**src/rtl/media_pulse_multi.sv**
```systemverilog
// media_pulse_multi
//   Broadcasts soc to NCH converters, waits for the full soc/eoc handshake,
//   averages the captured samples and drives out high for exactly <mean> cycles.
//   Build option: define MEDIA_ROUND_EN for a round-half-up mean; the default
//   build truncates.
//
//   state     | meaning
//   ----------+---------------------------------------------------------
//   IDLE      | waiting for start (or restarting at once when AUTO=1)
//   SOC_WAIT  | soc high, waiting for every eoc to drop
//   CONV_WAIT | soc low, waiting for every eoc to rise (optional timeout)
//   PULSE     | out high, down-counting the remaining pulse cycles
//   FIN       | pulse finished, done is raised on the way back to IDLE
module media_pulse_multi #(
    parameter int W       = 8,
    parameter int NCH     = 2,
    parameter int AUTO    = 1,
    parameter int TIMEOUT = 0
) (
    input  logic             clock,
    input  logic             reset,
    input  logic             start,
    input  logic [NCH-1:0]   eoc,
    input  logic [NCH*W-1:0] x,
    output logic             soc,
    output logic             out,
    output logic             busy,
    output logic             done,
    output logic             err
);
    localparam int L  = $clog2(NCH);
    localparam int SW = W + L;
    localparam int TW = (TIMEOUT > 1) ? $clog2(TIMEOUT) : 1;
    localparam logic [TW-1:0] TMR_LAST = TW'((TIMEOUT > 0) ? TIMEOUT - 1 : 0);

    typedef enum logic [2:0] {
        IDLE,
        SOC_WAIT,
        CONV_WAIT,
        PULSE,
        FIN
    } state_t;

    state_t          state_q, state_d;
    logic            soc_q, soc_d;
    logic            out_q, out_d;
    logic            done_q, done_d;
    logic            err_q, err_d;
    logic [W-1:0]    count_q, count_d;
    logic [TW-1:0]   tmr_q, tmr_d;

    logic [SW-1:0]   sum;
    logic [SW-1:0]   sum_rnd;
    logic [W-1:0]    mean;
    logic            all_hi;
    logic            all_lo;

    assign all_hi = &eoc;
    assign all_lo = ~|eoc;

    // Channel sum (wide enough to never overflow) and the averaged sample
    always_comb begin
        sum = '0;
        for (int i = 0; i < NCH; i++) begin
            sum = sum + SW'(x[i*W +: W]);
        end
`ifdef MEDIA_ROUND_EN
        sum_rnd = sum + SW'(NCH >> 1);
`else
        sum_rnd = sum;
`endif
        mean = W'(sum_rnd >> L);
    end

    // Next-state and next-output decode of the sequencing FSM
    always_comb begin
        state_d = state_q;
        soc_d   = soc_q;
        out_d   = out_q;
        done_d  = 1'b0;
        err_d   = 1'b0;
        count_d = count_q;
        tmr_d   = tmr_q;
        case (state_q)
            IDLE: begin
                if (AUTO != 0 || start) begin
                    soc_d   = 1'b1;
                    state_d = SOC_WAIT;
                end
            end
            SOC_WAIT: begin
                if (all_lo) begin
                    soc_d   = 1'b0;
                    tmr_d   = '0;
                    state_d = CONV_WAIT;
                end
            end
            CONV_WAIT: begin
                // Capture outranks a timeout landing on the same edge
                if (all_hi) begin
                    count_d = mean;
                    out_d   = (mean != '0);
                    state_d = (mean != '0) ? PULSE : FIN;
                end else if (TIMEOUT > 0 && tmr_q == TMR_LAST) begin
                    err_d   = 1'b1;
                    state_d = IDLE;
                end else begin
                    tmr_d = tmr_q + 1'b1;
                end
            end
            PULSE: begin
                count_d = count_q - 1'b1;
                if (count_q == W'(1)) begin
                    out_d   = 1'b0;
                    state_d = FIN;
                end
            end
            FIN: begin
                done_d  = 1'b1;
                state_d = IDLE;
            end
            default: begin
                state_d = IDLE;
            end
        endcase
    end

    // State and registered outputs; reset wins over everything, even mid-pulse
    always_ff @(posedge clock) begin
        if (reset) begin
            state_q <= IDLE;
            soc_q   <= 1'b0;
            out_q   <= 1'b0;
            done_q  <= 1'b0;
            err_q   <= 1'b0;
            count_q <= '0;
            tmr_q   <= '0;
        end else begin
            state_q <= state_d;
            soc_q   <= soc_d;
            out_q   <= out_d;
            done_q  <= done_d;
            err_q   <= err_d;
            count_q <= count_d;
            tmr_q   <= tmr_d;
        end
    end

    assign soc  = soc_q;
    assign out  = out_q;
    assign done = done_q;
    assign err  = err_q;
    assign busy = (state_q != IDLE);

endmodule

```
**config.mk**
```make
export PLATFORM = sky130hd
export DESIGN_NAME = media_pulse_multi
export DESIGN_NICKNAME = d
export VERILOG_FILES = /design/src/rtl/media_pulse_multi.sv
export SDC_FILE = /design/constraint.sdc
export NUM_CORES = 1
export LEC_CHECK = 0
export ABC_CLOCK_PERIOD_IN_PS = 3000
export CORE_UTILIZATION = 50
export CTS_CLUSTER_DIAMETER = 150
export DETAILED_ROUTE_END_ITERATION = 12
export HOLD_SLACK_MARGIN = 0.15
export PLACE_DENSITY = 0.79
export SYNTH_ARGS = -nofsm -noshare
export SYNTH_HDL_FRONTEND = slang
export SYNTH_SLANG_ARGS = --single-unit
```
**constraint.sdc**
```tcl
create_clock -name clock -period 3 [get_ports clock]
set_clock_uncertainty 0.2 [all_clocks]
set_input_delay 0.3 -clock clock [delete_from_list [all_inputs] [get_ports clock]]
set_output_delay 0.3 -clock clock [all_outputs]
set_load 0.05 [all_outputs]
```
Word-level counts from Yosys, hierarchy flattened. Index checks and enable logic that the tools add are counted.

$mul: 0. Shift operators: 0. Reduce and logical (&&, ||, !) cells: 11. Eq/ne operators: 8. Add/subtract/negate cells: 2. Bitwise operators: 0. Div/mod/pow operators: 0. Mux-type cells: 13. Magnitude comparators: 0.

Operator list (count): one-hot mux 8 bit (2 select lines) (1); 2-to-1 mux 3 bit (4); one-hot mux 3 bit (4 select lines) (1); adder 8 x 8 -> 9 bit (1); == test 8 x 1 -> 1 bit (second input constant) (1); 2-to-1 mux 8 bit (1); nonzero test 8 bit (1); subtractor 8 x 1 -> 8 bit (second input constant) (1); == test 3 x 2 -> 1 bit (second input constant) (2); != test 2 bit (second input constant) (3); AND reduction 2 bit (3); AND reduction 3 bit (2); 2-to-1 mux 1 bit (4); one-hot mux 1 bit (2 select lines) (2); nonzero test 2 bit (2); == test 3 x 1 -> 1 bit (second input constant) (1); == test 3 bit (second input constant) (1); zero test 3 bit (1); nonzero test 3 bit (1); OR reduction 2 bit (1).

Word-level logic and storage cells: 39. Bits in writable memories: 0. Latch bits: 0. Bits of input ports: 21. Output and inout port bits: 5. Register bits after elaboration: 14. Memory bits (read-only): 0. Memories: 0.

Depth between registers and ports, before layout. Gate-level depths: netlist (run 1).

Word-level depth: 5. Mapped depth: 8. Mapped depth without buffers: 8.

Worst setup path after synthesis (run 1). Ideal clock, no wire load.

Path type: in2reg. Start point: in x[0]. End point: reg state_q[0]. Arrival time: 2.020 ns. Buffers on the path: 0. Slack: 0.631 ns. Cell stages on the path: 8. Setup time: 0.148 ns. Required time: 2.652 ns. Cell sequence: and2_1 fa_1 a21oi_1 o211ai_1 xor2_1 or4_4 o21ai_2 a31oi_1.

Cells in the longest elaborated chain, start to end: 5.

RTL lines: start, declared (RTL line 24) `input logic [NCH*W-1:0] x,`; adder 8 x 8 -> 9 bit (RTL line 65) `sum = sum + SW'(x[i*W +: W]);`; nonzero test 8 bit (RTL line 103) `state_d = (mean != '0) ? PULSE : FIN;`; 2-to-1 mux 3 bit (RTL line 103); 2-to-1 mux 3 bit (RTL line 100) `if (all_hi) begin`; one-hot mux 3 bit (4 select lines) (RTL line 84) `case (state_q)`; end signal, assigned (RTL line 139) `state_q <= state_d;`; end, declared (RTL line 44) `state_t state_q, state_d;`.

No other way between the ends. The select of a mux whose other input is x is not followed. A chain may end at the register's enable or synchronous reset.

Worst setup path after layout (run 1). Same ends and word-level chain as after synthesis.

==> impl_metrics.env, run 1 <==
export IMPL_seq_area_um2=280
export IMPL_multiInputGateArea_um2=840
export IMPL_cts_num_sinks=14
export IMPL_nets=205
export IMPL_drt_iter0_markers=22
export IMPL_setup_viol=0
export IMPL_syn_instance_count=150
export IMPL_synth_edf_count=0
export IMPL_status="finished clean"
export IMPL_use_met3_pct=3.64
export IMPL_grt_max_degree=15
export IMPL_post_cts_resized=0
export IMPL_synth_fa_ha_area_share_pct=11.3
export IMPL_clk_path_buf_depth=2
export IMPL_ys_flop_type="dfxtp_1"
export IMPL_die_h_um=50.4
export IMPL_place_area_mm2=0.00141
export IMPL_crit_fanout=3
export IMPL_grt_use_met1_pct=28.1
export IMPL_finalCritPeriodShare_pct=88.3
export IMPL_fmax_ghz=0.377
export IMPL_grt_busiest_layer="met2"
export IMPL_gr_usage_all_layers_pct=24.4
export IMPL_syn_mean_instance_area_um2=7.80
export IMPL_ys_seq_area_share_pct=24.0
export IMPL_ant_nets=0
export IMPL_post_drt_wl_per_cell_um=13.1
export IMPL_max_vdd_ir_drop_mv=0.329
export IMPL_cts_tree="done"
export IMPL_grt_antenna_before_repair=0
export IMPL_drt_total_wl_mm=2.64
export IMPL_clk_pin_slew_ns=0.08
export IMPL_tightest_slew_ns=0.512
export IMPL_worst_setup_path_type="in -> reg"
export IMPL_finalHoldViolCount=0
export IMPL_clock_latency_ns=0.28
export IMPL_std_cell_rows=17
export IMPL_hold_class="reg -> reg"
export IMPL_utilization_pct=65.4
export IMPL_rsz0062_at_grt="no"
export IMPL_fillCellCount=204
export IMPL_hpwlAfterDp_mm=2.10
export IMPL_die_area_mm2=0.00254
export IMPL_leakagePower_nw=0.548
export IMPL_synth_top_family_by_area="simple AND/OR/NAND/NOR gates"
export IMPL_ys_types=51
export IMPL_grt_ovfl_total=0
export IMPL_syn_cell_area_mm2=0.00117
export IMPL_cp_start_kind="input port"
export IMPL_synth_mux_area_fraction_pct=0.856
export IMPL_finalSetupTns_ns=0
export IMPL_maxCapViolations=0
export IMPL_fin_area_mm2=0.00145
export IMPL_cts_max_level=1
export IMPL_layout_drive_gt1_share_pct=6.36
export IMPL_synthArstFlopShare_pct=0
export IMPL_worstSetupEndpointType="flop"
export IMPL_yosys_area_share_simple_pct=30.4
export IMPL_firstDrtPassIters=4
export IMPL_grt_pass1_vias=1102
export IMPL_ys_ff_latch=14
export IMPL_post_cts_repair_setup_buffers=0
export IMPL_die_w_um=50.4
export IMPL_met2_usage_pct=45.1
export IMPL_start_util_pct=52.9
export IMPL_vias=1199
export IMPL_gp_congestion=0.882
export IMPL_grt_first_pass_wirelength_mm=4.69
export IMPL_max_slew_margin_rel_pct=65.8
export IMPL_cts_buffers=3
export IMPL_maxSlewViolCount=0
export IMPL_critPathMaxStageDelay_ns=0.54
export IMPL_power_density_mw_per_mm2=582
export IMPL_ctsHoldBuffers=0
export IMPL_cpMaxStageDelayCell="or4_4"
export IMPL_port_buffers=23
export IMPL_root_buffer="clkbuf_4"
export IMPL_ios=26
export IMPL_vias_per_cell=5.97
export IMPL_area_growth_pct=23.7
export IMPL_synthXorXnorAreaFrac_pct=2.25
export IMPL_min_period_ns=2.65
export IMPL_ys_warn_count=0
export IMPL_cp_arrival_ns=2.60
export IMPL_synth_compound_area_share_pct=26.6
export IMPL_drc=0
export IMPL_n_antenna_cell=0
export IMPL_cp_required_ns=2.95
export IMPL_core_area_mm2=0.00221
export IMPL_path_cells="clkdlybuf4s50_1 -> and2_1 -> fa_1 -> a21oi_1 -> o211ai_1 -> xor2_1 -> or4_4 -> o21ai_2 -> a31oi_1"
export IMPL_syn_nets=181
-- logic make-up after synthesis --
group / count (synthesis)
AND/OR/NAND/NOR: 62
AO/OA/AOI/OAI: 49
flip-flops: 14
adder cells (fa/ha/maj): 10
buffers and inverters: 10
XOR/XNOR: 3
other: 1
multiplexers: 1
-- layout make-up --
cell class,instances,share of cell area (%)
multi-input cells,126,58.0
well taps,28,2.42
flip-flops and latches,14,19.4
repair buffers,24,16.4
inverters,5,1.30
clock buffers,4,2.51
-- cell usage after synthesis (all sizes together) (3+ instances only) --
library cell / count / area, µm²
or4: 3 / 30.0
a31oi: 3 / 18.8
nand2: 12 / 45.0
nand2b: 4 / 25.0
nand3: 6 / 30.0
and2: 3 / 18.8
dfxtp: 14 / 280
buf: 3 / 23.8
o21ai: 11 / 58.8
inv: 5 / 18.8
a21oi: 21 / 109
nor2: 12 / 45.0
ha: 9 / 113
-- worst max-delay path: cells and delay by family --
kind,cells,cell delay (ns)
and+or+nand+nor,2,0.71
AOI/OAI and AO/OA,4,0.58
adders and majority gates,1,0.42
buffers and inverters,1,0.41
xor gates and xnor gates,1,0.18
-- stage by stage --
step                      total power, mW  instances  hold slack (ns)  setup WS, ns
after floorplan                     0.589        150            0.239         0.631
after global placement              0.691        197            0.252        0.0965
after detailed placement            0.704        197            0.261        0.0475
after CTS                           0.842        201            0.273         0.341
after global routing                0.910        201            0.287         0.208
final                               0.842        201            0.270         0.350
-- final timing paths --
| check | start | end | slack (ns) | cells past startpoint |
|---|---|---|---|---|
| worst max-delay path | x[0] | state_q[0] | 0.35 | 9 |
| worst max register to register | state_q[1] | out | 0.85 | 6 |
| worst min-delay path | soc | soc | 0.27 | 2 |
| worst min register to register | soc | soc | 0.27 | 2 |
-- flip-flops by register name, indices dropped and copies added (netlist names) --
name,count
soc,1
out,1
state_q,3
count_q,8
done,1
-- routing by layer --
layer / up-vias / share of wire (%) / wire, µm
met5: - / 0 / 0
met4: 0 / 1.5 / 39
met3: 4 / 3.4 / 89
met2: 30 / 53 / 1390
met1: 557 / 43 / 1120
li1: 608 / - / -
-- where the power goes --
part           internal, mW  switching [mW]
registers             0.231          0.0461
clock network        0.0739          0.0626
logic                 0.180           0.249
total                 0.485           0.358
-- cell usage in the layout, fill, tap and decap left out, types with 2 or more instances in the layout --
cell type         n
clkdlybuf4s50_1  23
a21oi_1          20
dfxtp_1          14
nand2_1          12
nor2_1           12
ha_1              9
o21ai_0           8
nand3_1           6
inv_1             5
nand2b_1          4
and2_1            3
a31oi_1           3
clkbuf_4          3
or3_1             2
nor4b_1           2
nor3_1            2
nor3b_1           2
and3_1            2
nand3b_1          2
o21a_1            2
or4_4             2
xor2_1            2
o21ai_1           2
and3b_1           2
o311ai_1          2
nor4_1            2
No activity file was read; power rests on OpenSTA's default activity.
==> run 2: changes to the inputs <==
Settings changed: ABC_AREA set to 1, ABC_CLOCK_PERIOD_IN_PS 3000 to 3100, CORE_UTILIZATION 50 to 52, PLACE_DENSITY 0.79 to 0.81.
Clock period 3 ns to 3.1 ns, I/O delays scaled along.
==> run 2 against run 1 <==
  * Final area rose by 7.1%
  * Non-clock buffer count fell by 1
  * Sequential cell count did not move
  * Via count rose by 12%
  * Combinational power rose by 33%
  * Critical path type is now reg -> out
  * Critical endpoint is now busy
  * Largest cell class unchanged
  * Highest routed layer unchanged
==> impl_metrics.env, run 2 <==
export IMPL_cp_required_ns=2.59
export IMPL_synthArstFlopShare_pct=0
export IMPL_power_net_switching_mw=0.465
export IMPL_hold_class="reg -> reg"
export IMPL_std_cell_rows=17
export IMPL_yosysMostFrequentCell="nand2_1"
export IMPL_ant_nets=0
export IMPL_start_util_pct=56.5
export IMPL_hp_start="soc"
export IMPL_ctsHoldBuffers=0
export IMPL_gr_usage_all_layers_pct=24.7
export IMPL_min_period_ns=2.28
export IMPL_clock_latency_ns=0.29
export IMPL_clk_pin_slew_ns=0.08
export IMPL_reg_largest_list="count_q: 8 flops, state_q: 3 flops"
export IMPL_largest_register_ffs=8
export IMPL_area_growth_pct=21.7
export IMPL_cp_arrival_ns=1.77
export IMPL_ys_types=33
export IMPL_max_vdd_ir_drop_mv=0.355
export IMPL_finalSetupTns_ns=0
export IMPL_setup_viol=0
export IMPL_core_area_mm2=0.00225
export IMPL_cp_start_kind="flop"
export IMPL_syn_instance_count=200
export IMPL_grt_antenna_before_repair=0
export IMPL_post_cts_resized=0
export IMPL_startpoint="state_q[0]"
export IMPL_syn_nets=231
export IMPL_cts_buffers=3
export IMPL_layout_drive_gt1_share_pct=7.14
export IMPL_synth_common_cells="65 x nand2_1, 31 x inv_1, 14 x dfxtp_1, 14 x nor2_1"
export IMPL_grt_pass1_vias=1252
export IMPL_place_area_mm2=0.00153
export IMPL_ys_ff_latch=14
export IMPL_ys_warn_count=0
export IMPL_finalCritPeriodShare_pct=73.6
export IMPL_finalHoldViolCount=0
export IMPL_grt_first_pass_wirelength_mm=4.92
export IMPL_path_buf_inv=1
export IMPL_place_worst_setup_slack_ns=0.632
export IMPL_cpMaxStageDelayCell="clkdlybuf4s50_1"
export IMPL_fin_cells=252
export IMPL_cts_tree="done"
export IMPL_worst_setup_path_type="reg -> out"
export IMPL_largest_register="count_q"
export IMPL_post_drt_wl_per_cell_um=11.3
export IMPL_drt_iter0_markers=42
export IMPL_power_density_mw_per_mm2=615
export IMPL_firstDrtPassIters=4
export IMPL_synth_edf_count=0
export IMPL_die_h_um=51.5
export IMPL_p_seq_share_pct=28.7
export IMPL_syn_cell_area_mm2=0.00127
export IMPL_vias_per_cell=5.31
export IMPL_syn_mean_instance_area_um2=6.37
export IMPL_worstSetupEndpointType="primary output"
export IMPL_p_comb_share_pct=60.0
export IMPL_maxSlewViolCount=0
export IMPL_gp_congestion=0.870
export IMPL_synth_largest_area_cell="dfxtp_1"
export IMPL_p_sw_share_pct=48.8
export IMPL_crit_fanout=5
export IMPL_nets=257
export IMPL_post_cts_repair_setup_buffers=0
export IMPL_r2r_start="state_q[1]"
export IMPL_cts_max_level=1
export IMPL_root_buffer="clkbuf_4"
export IMPL_n_antenna_cell=0
export IMPL_clk_path_buf_depth=2
export IMPL_critPathMaxStageDelay_ns=0.81
export IMPL_die_w_um=51.5
export IMPL_setup_slack_ns=0.817
export IMPL_drc=0
export IMPL_grt_ovfl_total=0
export IMPL_hpwlAfterDp_mm=2.32
export IMPL_ios=26
export IMPL_path_cells="nor2_1 -> nand2_1 -> clkdlybuf4s50_1"
export IMPL_ys_flop_type="dfxtp_1"
export IMPL_grt_max_degree=11
export IMPL_critical_path_top_delay_family="buffers and inverters"
export IMPL_fin_area_mm2=0.00155
export IMPL_ys_seq_area_share_pct=22.0
export IMPL_synth_top_area_share_pct=22.0
export IMPL_rsz0062_at_grt="no"
export IMPL_fmax_ghz=0.438
export IMPL_cts_num_sinks=14
export IMPL_vias=1339
export IMPL_internal_power_mw=0.488
export IMPL_drt_total_wl_mm=2.84
export IMPL_status="finished clean"
export IMPL_die_area_mm2=0.00265
export IMPL_maxCapViolations=0
export IMPL_layout_common_cells="65 x nand2_1, 31 x inv_1, 23 x clkdlybuf4s50_1"
export IMPL_port_buffers=23
export IMPL_place_inst=249
export IMPL_leakagePower_nw=0.748
export IMPL_p_clk_share_pct=11.3
export IMPL_ys_top_cells_by_area="dfxtp_1 22%, nand2_1 19%, inv_1 9.1%"
export IMPL_final_common_cell="nand2_1"
export IMPL_fillCellCount=213
-- run 2: logic make-up after synthesis --
kind of cell	count (synthesis)	share of synthesized area, %
DFF	14	22.0
xor gates and xnor gates	4	2.75
AOI/OAI and AO/OA	25	12.5
other	1	0.294
buffers and inverters	38	11.9
and+or+nand+nor	108	40.2
adders and majority gates	10	10.4
-- run 2: worst paths after layout --
check	endpoint	slack (ns)	cells past startpoint
worst max-delay path	busy	0.82	3
worst min-delay path	soc	0.28	2
worst max register to register	count_q[4]	1.50	7
worst min register to register	soc	0.28	2
-- run 2: per-layer routing --
metal  up-vias  global-route usage [%]  wire length [µm]
met3         7                    2.63                96
met1       608                    27.6              1240
met2        37                    45.7              1440
met5         -                       0                 0
li1        687                       -                 -
met4         0                    12.2                64
-- run 2: power by group through the flow --
stage          clock [mW]  combinational (mW)  sequential [mW]
6_report            0.107               0.572            0.273
4_1_cts             0.106               0.571            0.272
3_5_place_dp            0               0.567            0.276
3_3_place_gp            0               0.550            0.272
2_1_floorplan           0               0.414            0.290
5_1_grt             0.111               0.634            0.277
-- run 2: cell type report --
type	count	area [µm²]	area share, %
multi-input combinational	148	842	54.3
sequential	14	280	18.1
timing repair buffer	23	230	14.9
inverter	36	140	9.04
tap	28	35.0	2.26
clock buffer	3	22.5	1.45
-- run 2: metrics by stage --
stage / utilization, % / hold slack (ns) / power (mW)
after floorplan: - / 0.268 / 0.704
after global placement: 67.8 / 0.250 / 0.822
after detailed placement: 67.8 / 0.259 / 0.843
after CTS: 68.8 / 0.271 / 0.950
after global routing: 68.8 / 0.279 / 1.02
final: 68.8 / 0.276 / 0.953
-- run 2: worst reg2reg max path, cell delays in order (launching register included) --
cell     delay [ns]
dfxtp_1        0.44
inv_2          0.08
nor3_4         0.22
nand3_4        0.18
nand2_4        0.15
inv_2          0.08
nand2_1        0.08
a21oi_2        0.05
